--- config.mk ---
export PLATFORM = sky130hd
export DESIGN_NAME = input_buffer
export DESIGN_NICKNAME = d
export VERILOG_FILES = /design/src/rtl/input_buffer.sv
export SDC_FILE = /design/constraint.sdc
export NUM_CORES = 1
export LEC_CHECK = 0
export CAP_MARGIN = 20
export CELL_PAD_IN_SITES_DETAIL_PLACEMENT = 0
export CELL_PAD_IN_SITES_GLOBAL_PLACEMENT = 2
export CORE_ASPECT_RATIO = 1.1
export CORE_UTILIZATION = 44
export DETAILED_ROUTE_END_ITERATION = 16
export GPL_ROUTABILITY_DRIVEN = 0
export PLACE_DENSITY = 0.84
export SYNTH_ARGS = -nofsm -noshare
export SYNTH_HDL_FRONTEND = slang
export SYNTH_SLANG_ARGS = --single-unit
export TNS_END_PERCENT = 10
--- constraint.sdc ---
create_clock -name clk -period 6.12 [get_ports clk]
set_input_delay 0.918 -clock clk [delete_from_list [all_inputs] [get_ports clk]]
set_output_delay 0.918 -clock clk [all_outputs]
set_load 0.05 [all_outputs]
--- src/rtl/input_buffer.sv ---
// input_buffer: flit FIFO for one router input channel.
// Accepts pushes from the input flow-control stage and presents the head flit
// first-word-fall-through to routing/arbitration, which pops it with read.
//
// Ports:
//   clk          in   clock, all state updates on rising edge
//   rst          in   synchronous active-high reset
//   write        in   push request
//   din          in   flit to push (DATA_WIDTH)
//   read         in   pop request
//   dout         out  head flit, zero when empty (DATA_WIDTH)
//   full         out  occupancy == DEPTH
//   empty        out  occupancy == 0
//   almost_full  out  occupancy == DEPTH-1
//   count        out  occupancy 0..DEPTH (ADDR_WIDTH+1)
//   overflow     out  sticky: write seen while full
//   underflow    out  sticky: read seen while empty
module input_buffer #(
  parameter int unsigned DATA_WIDTH = 32,
  parameter int unsigned DEPTH      = 4,
  parameter int unsigned ADDR_WIDTH = 2
) (
  input  logic                  clk,
  input  logic                  rst,
  input  logic                  write,
  input  logic [DATA_WIDTH-1:0] din,
  input  logic                  read,
  output logic [DATA_WIDTH-1:0] dout,
  output logic                  full,
  output logic                  empty,
  output logic                  almost_full,
  output logic [ADDR_WIDTH:0]   count,
  output logic                  overflow,
  output logic                  underflow
);

  localparam int unsigned CNT_W = ADDR_WIDTH + 1;

  // Storage and state
  logic [DATA_WIDTH-1:0] r_mem [DEPTH];
  logic [ADDR_WIDTH-1:0] r_wr_ptr;
  logic [ADDR_WIDTH-1:0] r_rd_ptr;
  logic [CNT_W-1:0]      r_cnt;
  logic                  r_overflow;
  logic                  r_underflow;

  logic w_full;
  logic w_empty;
  logic w_wr_en;
  logic w_rd_en;

  // Status flags decoded from the registered count only, so they never
  // depend combinationally on write/read.
  assign w_full  = (r_cnt == CNT_W'(DEPTH));
  assign w_empty = (r_cnt == CNT_W'(0));

  // Accepts are judged against pre-edge state; a write on full is dropped
  // even when a pop happens in the same cycle.
  assign w_wr_en = write & ~w_full;
  assign w_rd_en = read  & ~w_empty;

  // Flit storage, not reset
  always_ff @(posedge clk) begin
    if (!rst && w_wr_en) begin
      r_mem[r_wr_ptr] <= din;
    end
  end

  // Pointers, occupancy and sticky error flags
  always_ff @(posedge clk) begin
    if (rst) begin
      r_wr_ptr    <= '0;
      r_rd_ptr    <= '0;
      r_cnt       <= '0;
      r_overflow  <= 1'b0;
      r_underflow <= 1'b0;
    end else begin
      if (w_wr_en) begin
        r_wr_ptr <= r_wr_ptr + ADDR_WIDTH'(1);
      end
      if (w_rd_en) begin
        r_rd_ptr <= r_rd_ptr + ADDR_WIDTH'(1);
      end
      if (w_wr_en && !w_rd_en) begin
        r_cnt <= r_cnt + CNT_W'(1);
      end else if (w_rd_en && !w_wr_en) begin
        r_cnt <= r_cnt - CNT_W'(1);
      end
      r_overflow  <= r_overflow  | (write & w_full);
      r_underflow <= r_underflow | (read  & w_empty);
    end
  end

  // Outputs
  assign dout        = w_empty ? '0 : r_mem[r_rd_ptr];
  assign full        = w_full;
  assign empty       = w_empty;
  assign almost_full = (r_cnt == CNT_W'(DEPTH - 1));
  assign count       = r_cnt;
  assign overflow    = r_overflow;
  assign underflow   = r_underflow;

endmodule

==> reports/metrics.csv <==
stage;metric;value;unit
timing;rsz0062_at_grt;no;
placed_design;numPortBuffers;75;
floorplan;coreArea;12000;um^2
critical_path;arrival;2850;ps
status;status;finished, final reports clean;
timing;tightest_slew;858;ps
pwr;p_leak;2.25;nW
global_route;grt_max_degree;37;
timing;fin_skew;5.18;ps
final_layout;synthToLayoutAreaGrowth;28.7;%
critical_path;crit_buf_inv;2;
critical_path;criticalPathCategory;reg2out;
clock_network;post-cts-setup-buffers;0;
clock_network;hold_buffers;0;
clock_network;cts_buffer_depth;2;
final_layout;nets;395;
global_route;grt_busiest_layer;met2;
timing;fin_ws;2350;ps
route;drt_pre_antenna_iters;4;
timing;timing.final.crit_share;0.616;
route;routedWlPerCell;17.6;um
critical_path;crit_path_max_incr_delay;710;ps
global_route;grt_pass1_wl;14400;um
synth;yosysTopAreaCellShare;0.713;
synth;synth_top_cell_by_area;edfxtp_1;
route;drc;0;
synth;ys_seq_area_frac;0.754;
synth;synth.avg_cell_area;20.7;um^2
final_layout;antenna_cells;0;
critical_path;slowest_stage;clkdlybuf4s50_1;
synth;synth_most_common_cell;edfxtp_1;
synth;synth_area;5390;um^2
critical_path;cp_max_fo;24;
synth;synth_common_cells;edfxtp_1, mux4_2, nor2b_1;
floorplan;fp.dieH;118;um
global_route;grt_use_met2;0.237;
timing;hold_viol;0;
floorplan;io_pins;76;
route;drtAntennaViolNets;0;
clock_network;clk_pin_slew_worst_paths;50;ps
global_route;gr-usage-met3;0.0592;
floorplan;dieArea;12700;um^2
clock_network;cts-root-buf;clkbuf_16;
global_route;grt_pass1_vias;2698;
critical_path;crit_chain;buf_4 > mux4_2 > nor2b_1 > clkdlybuf4s50_1;
timing;slew_violations;0;
clock_network;cts_tree;built;
final_layout;drive_gt1_frac;0.214;
global_route;grt_overflow;0;
synth;ys_types;23;
placed_design;dp_hpwl;5640;um
synth;ys_seq_elements;139;
pwr;vdd_ir_drop_max;0.263;mV
synth;async_reset_ff_frac;0;
synth;ys_warn_count;0;
global_route;antenna_found_initial;0;
timing;setup_tns;0;ps
timing;max_freq;265;MHz
critical_path;cp.required;5200;ps
floorplan;die_x;108;um
route;first_iter_violations;100;
synth;synth_ff_type;edfxtp_1;
run;maxCapViolCount;0;
synth;syn_nets;302;
global_route;grtUsageTotal;0.160;
route;routed_wl;9110;um
global_route;grtUsageMet1;0.217;
clock_network;clock_latency;410;ps
route;vias_per_cell;5.03;
critical_path;crit_family;buffers and inverters;
timing;finalSetupViolations;0;
route;num_vias;2612;
clock_network;cts_max_level;4;
timing;layout_min_cycle_time;3770;ps
clock_network;cts.repair.resized;0;
floorplan;initial_core_util;0.450;
synth;syn_inst;260;
floorplan;placementRows;42;
worst_hold_path;min-delay-path-class;reg2reg;
clock_network;clock-sinks;139;
critical_path;crit_path_end_kind;output pin;
timing;relSlewSlack;0.428;
critical_path;start_kind;register;
synth;ys_top_cells_by_area;edfxtp_1, mux4_2, dfxtp_1;
pwr;power_density;477;nW/um^2
clock_network;cts_buffers;17;
synth;synth-edff-count;128;
placed_design;pre_cts_ws;2700;ps
-- metrics by stage --
stage	total power, W	utilization	hold WS [ps]	instances	instance area [um^2]
3_5_place_dp	0.00235	0.531	462	488	6360
5_1_grt	0.00345	0.579	521	519	6940
4_1_cts	0.00335	0.579	477	519	6940
3_3_place_gp	0.00235	0.531	455	488	6360
2_1_floorplan	0.00201	-	459	260	5390
6_report	0.00331	0.579	471	519	6940
-- cells by family after synthesis --
| family | share of synthesized area |
|---|---|
| flops | 0.754 |
| simple gates | 0.0613 |
| mux | 0.137 |
| buf+inv | 0.0181 |
| compound gates | 0.00882 |
| fa+ha+maj | 0.0153 |
| xor+xnor | 0.00488 |
-- flip-flops by register name (all words and copies together) (netlist names), named ones only --
signal	flops
r_mem	128
count	3
r_rd_ptr	2
r_wr_ptr	2
overflow	1
underflow	1
-- tightest hold or removal path: cells and delay by family, from the launching register on --
kind | cells | cell delay (ps)
and+or+nand+nor | 1 | 70
AOI/OAI and AO/OA | 1 | 40
DFF | 1 | 320
-- placed cells by master (no fill, tap or decap), types with 3 or more instances in the layout --
master           synthesis  final
buf_4                    1     10
clkdlybuf4s50_1          0     75
nor2b_1                 32     32
ha_1                     5      5
edfxtp_1               128    128
nand2b_1                 3      3
clkbuf_16                0     17
or3_1                    3      3
clkinv_2                 0      3
nor3b_2                  0      4
o21ai_0                  3      3
inv_1                    5      5
clkinvlp_4               0      4
clkinv_1                 0      3
xor2_1                   3      3
a21oi_1                  5      5
dfxtp_1                 11      9
nor2_1                   7      7
mux4_2                  32     32
bufinv_16                0      3
-- worst paths after layout --
check | startpoint | end | slack (ps) | cells after the start
setup reg to reg | count[0] | count[2] | 3740 | 9
hold / removal | overflow | overflow | 470 | 2
hold reg to reg | overflow | overflow | 470 | 2
setup / recovery | register | dout[13] | 2350 | 4
-- power by group --
| group | switching, W | internal [W] | total (W) |
|---|---|---|---|
| Clock | 0.000358 | 0.000630 | 0.000988 |
| Sequential | 0.0000629 | 0.00111 | 0.00117 |
| Combinational | 0.000696 | 0.000453 | 0.00115 |
| Total | 0.00112 | 0.00219 | 0.00331 |
-- final cells by class --
class / count / area [um^2]
multi-input cells: 105 / 1250
inverters: 5 / 18.8
clock inverters: 14 / 155
fillers: 923 / 5040
flip-flops and latches: 139 / 4070
well taps: 154 / 193
clock buffers: 17 / 425
repair buffers: 85 / 826
-- layer usage --
| layer | vias to the layer above | share of wire |
|---|---|---|
| li1 | 1214 | - |
| met1 | 1304 | 0.44 |
| met2 | 83 | 0.49 |
| met3 | 11 | 0.058 |
| met4 | 0 | 0.014 |
| met5 | - | 0 |
No activity file was read; power rests on OpenSTA's default activity.
==> variant 1 (same flow settings) <==
Change the parameter `DEPTH` from 4 to 8.
--- a/src/rtl/input_buffer.sv
+++ b/src/rtl/input_buffer.sv
@@ -18,5 +18,5 @@
 module input_buffer #(
   parameter int unsigned DATA_WIDTH = 32,
-  parameter int unsigned DEPTH      = 4,
+  parameter int unsigned DEPTH      = 8,
   parameter int unsigned ADDR_WIDTH = 2
 ) (
Function: changed (Yosys sat finds a counterexample within 4 cycles, from zero or initial values and one cycle with rst high).
==> variant 1 against the unedited design <==
Setup slack got worse by 100 ps. Area after synthesis fell by 0.37%. Sequential cell count did not move. Design area is 1.2% lower. Clock skew is 1.3 ps lower. Non-clock buffer count fell by 8. Wire length increased by 0.70%. Worst hold slack gained 9.7 ps. Sequential share of layout area is 0.74 points higher. Critical path type unchanged. Largest cell class unchanged. Highest routed layer unchanged.
Power is not compared: it rests on default switching activity, and its combinational part moved more than twofold at a synthesized area within 25%.
==> variant 1: results (changes against the unedited design) <==
status=finished, final reports clean; Yosys warnings=0 (unchanged); WL final=9180 um (+0.70%); mux cell area share after synthesis=0.138 (+0.000513); reg-to-reg setup timing slack=3930 ps (+190 ps); synth top area cells=edfxtp_1 72%, mux4_2 13%, dfxtp_1 4.1%; DP HPWL=5380 um (-4.6%); Yosys cell types=24 (+4.3%); Die ar.=0.0126 mm2 (-0.37%); initial drt markers=96 (-4.0%); pre-CTS setup slack=2600 ps (-94.3 ps); fraction of layout cells with a size suffix above 1=0.198 (-0.0160); post-synthesis sequential area ratio=0.757 (+0.00281); WP data arrival=2950 ps (+100 ps); vias after detailed routing=2614 (+0.077%); Syn Nets=299 (-0.99%); Post-synth EDFFs=128 (unchanged); ys async rst share=0 (unchanged); Worst R2R Start=count[1]; Compound-Gate Fraction of Synth Area=0.00932 (+0.000499); Setup Skew=3.86 ps (-1.32 ps); gr usage total=0.162 (+0.00219); n_diodes=0 (unchanged); placed cell area=0.00625 mm2 (-1.8%); nets@finish=383 (-3.0%); number of global-route vias before repair=2805 (+4.0%); first-pass GRT wire length=14800 um (+2.6%); Max FO, Critical Path=20 (-17%); Least-Margin Pin Slew=906 ps (+47.3 ps); Synth Area in Adders=0.0154 (+0.0000571); Synth Area in XOR/XNOR=0.00653 (+0.00165); FF-to-FF path depth=7 (-2); largest net degree at the start of global routing=39 (+5.4%)
## variant 1: logic make-up after synthesis
group | Yosys count
AND/OR/NAND/NOR | 50
AO/OA/AOI/OAI | 8
flip-flops | 139
multiplexers | 34
XOR/XNOR | 4
buffers and inverters | 16
adder cells (fa/ha/maj) | 6
## variant 1: power breakdown
group | leakage, uW | internal [uW] | switching (uW)
logic | 0.000647 | 21.8 | 17.4
clock network | 0.000296 | 673 | 354
registers | 0.00124 | 1040 | 0.515
total | 0.00218 | 1730 | 372
## variant 1: worst max-delay path by stage
stage	from	to	slack (ps)	cells after the start
2_1_floorplan	count[1]	dout[24]	3270	3
3_3_place_gp	flop	dout[21]	2610	4
3_5_place_dp	flop	dout[21]	2600	4
4_1_cts	flop	dout[21]	2150	4
5_1_grt	flop	dout[2]	2050	4
6_report	flop	dout[2]	2250	4
## variant 1: per-layer routing
metal  vias to the layer above  routed length (um)  global-route usage
met2                        74                4740               0.263
met1                      1343                3870               0.205
met3                        16                 407              0.0482
met5                         -                   0                   0
met4                         0                 159              0.0642
li1                       1181                   -                   -
## variant 1: final cells by class
type / count / area (um2)
fillers: 910 / 4840
flip-flops and latches: 139 / 4070
multi-input cells: 102 / 1210
repair buffers: 77 / 766
clock buffers: 17 / 425
well taps: 150 / 188
clock inverters: 15 / 180
inverters: 4 / 15.0
## variant 1: worst max-delay path: stages (launching register included)
cell             delay [ps]
dfxtp_2                 610
buf_4                   470
mux4_2                  560
nor2b_1                 160
clkdlybuf4s50_1         730
## variant 1: per-stage QoR
stage | std cells | hold WS, ps
floorplan | 257 | 459
global route | 504 | 536
CTS | 504 | 483
finish | 504 | 481
global placement | 472 | 456
detailed placement | 472 | 464
==> variant 2 (same flow settings) <==
Without the edit above. Register the output `count` once more, cleared by the reset; this adds one clock of latency there. The other outputs are not delayed to match. Comments in the files are not updated.
--- a/src/rtl/input_buffer.sv
+++ b/src/rtl/input_buffer.sv
@@ -97,5 +97,11 @@
   assign empty       = w_empty;
   assign almost_full = (r_cnt == CNT_W'(DEPTH - 1));
-  assign count       = r_cnt;
+  always_ff @(posedge clk) begin
+    if (rst) begin
+      count <= '0;
+    end else begin
+      count <= r_cnt;
+    end
+  end
   assign overflow    = r_overflow;
   assign underflow   = r_underflow;
Behaviour: not the same (Yosys sat finds a counterexample within 4 cycles, from zero or initial values and one cycle with rst high).
==> variant 2 against the unedited design <==
Fmax decreased by 1.8%. Design area increased by 2.2%. Power increased by 4.0%. Count of clock-buffer cells in the layout increased by 4. Area after synthesis increased by 3.7%. Setup slack got worse by 69 ps. Wire length increased by 7.4%. Sequential cell count increased by 3. Critical path depth unchanged. Global-route usage increased by 0.33 points. Critical path type unchanged. Largest cell class unchanged.
==> variant 2: results (changes against the unedited design) <==
DR top layer=met5; initial antenna violation count=1 (+1); clk tree area frac=0.0838 (+0.000140); placed cell area=0.00650 mm2 (+2.2%); FF+latch count=142 (+2.2%); WL final=9790 um (+7.4%); GR Util met3=0.0485 (-0.0107); Max FO, Critical Path=20 (-17%); Commonest cells post-synth=128 x edfxtp_1, 30 x mux4_2, 26 x nor2b_1; crit path capture=dout[2]; M1 GR Usage=0.201 (-0.0155); total iterations of the first detailed-routing run=5 (+1); WP data arrival=2920 ps (+70 ps); initial drt markers=179 (+79%); worst vdd ir=246 uV (-6.7%); status=finished, final reports clean; multi-input combinational area share=0.191 (+0.0104); met2 Use GR=0.265 (+0.0282); largest net degree at the start of global routing=33 (-11%); first-pass GRT wire length=15000 um (+4.5%); Non-CTS buffers=82 (-3.5%); gr usage total=0.163 (+0.00327); leakage=0.00233 uW (+3.5%); Critical R2R Capture=r_cnt[2]; WL met1=4080 um (+2.7%)
==> variant 2: cell count changes in the layout (fill, tap and decap cells not counted), sizes merged <==
cell      unedited run  this run
buf                 10         7
clkinvlp             4         3
nand2                2         3
or3                  3         2
clkbuf              17        21
dfxtp               11        14
a21oi                5         4
clkinv               7         5
or4                  0         1
nor2b               32        35
==> variant 2: power breakdown <==
part / switching [uW] / internal, uW
Clock: 364 / 649
Sequential: 72.8 / 1130
Combinational: 727 / 492
Total: 1160 / 2270
==> variant 2: cells by family after synthesis <==
kind of cell	Yosys count	synth area share
compound gates	8	0.00761
xor+xnor	3	0.00470
fa+ha+maj	6	0.0148
buf+inv	17	0.0235
flops	142	0.738
mux	34	0.134
simple gates	57	0.0779
==> variant 2: metrics by stage <==
stage | setup slack (ps) | std cells
final | 2280 | 523
after CTS | 2180 | 523
after floorplan | 1950 | 267
after global placement | 2620 | 491
after detailed placement | 2610 | 491
after global routing | 2080 | 523
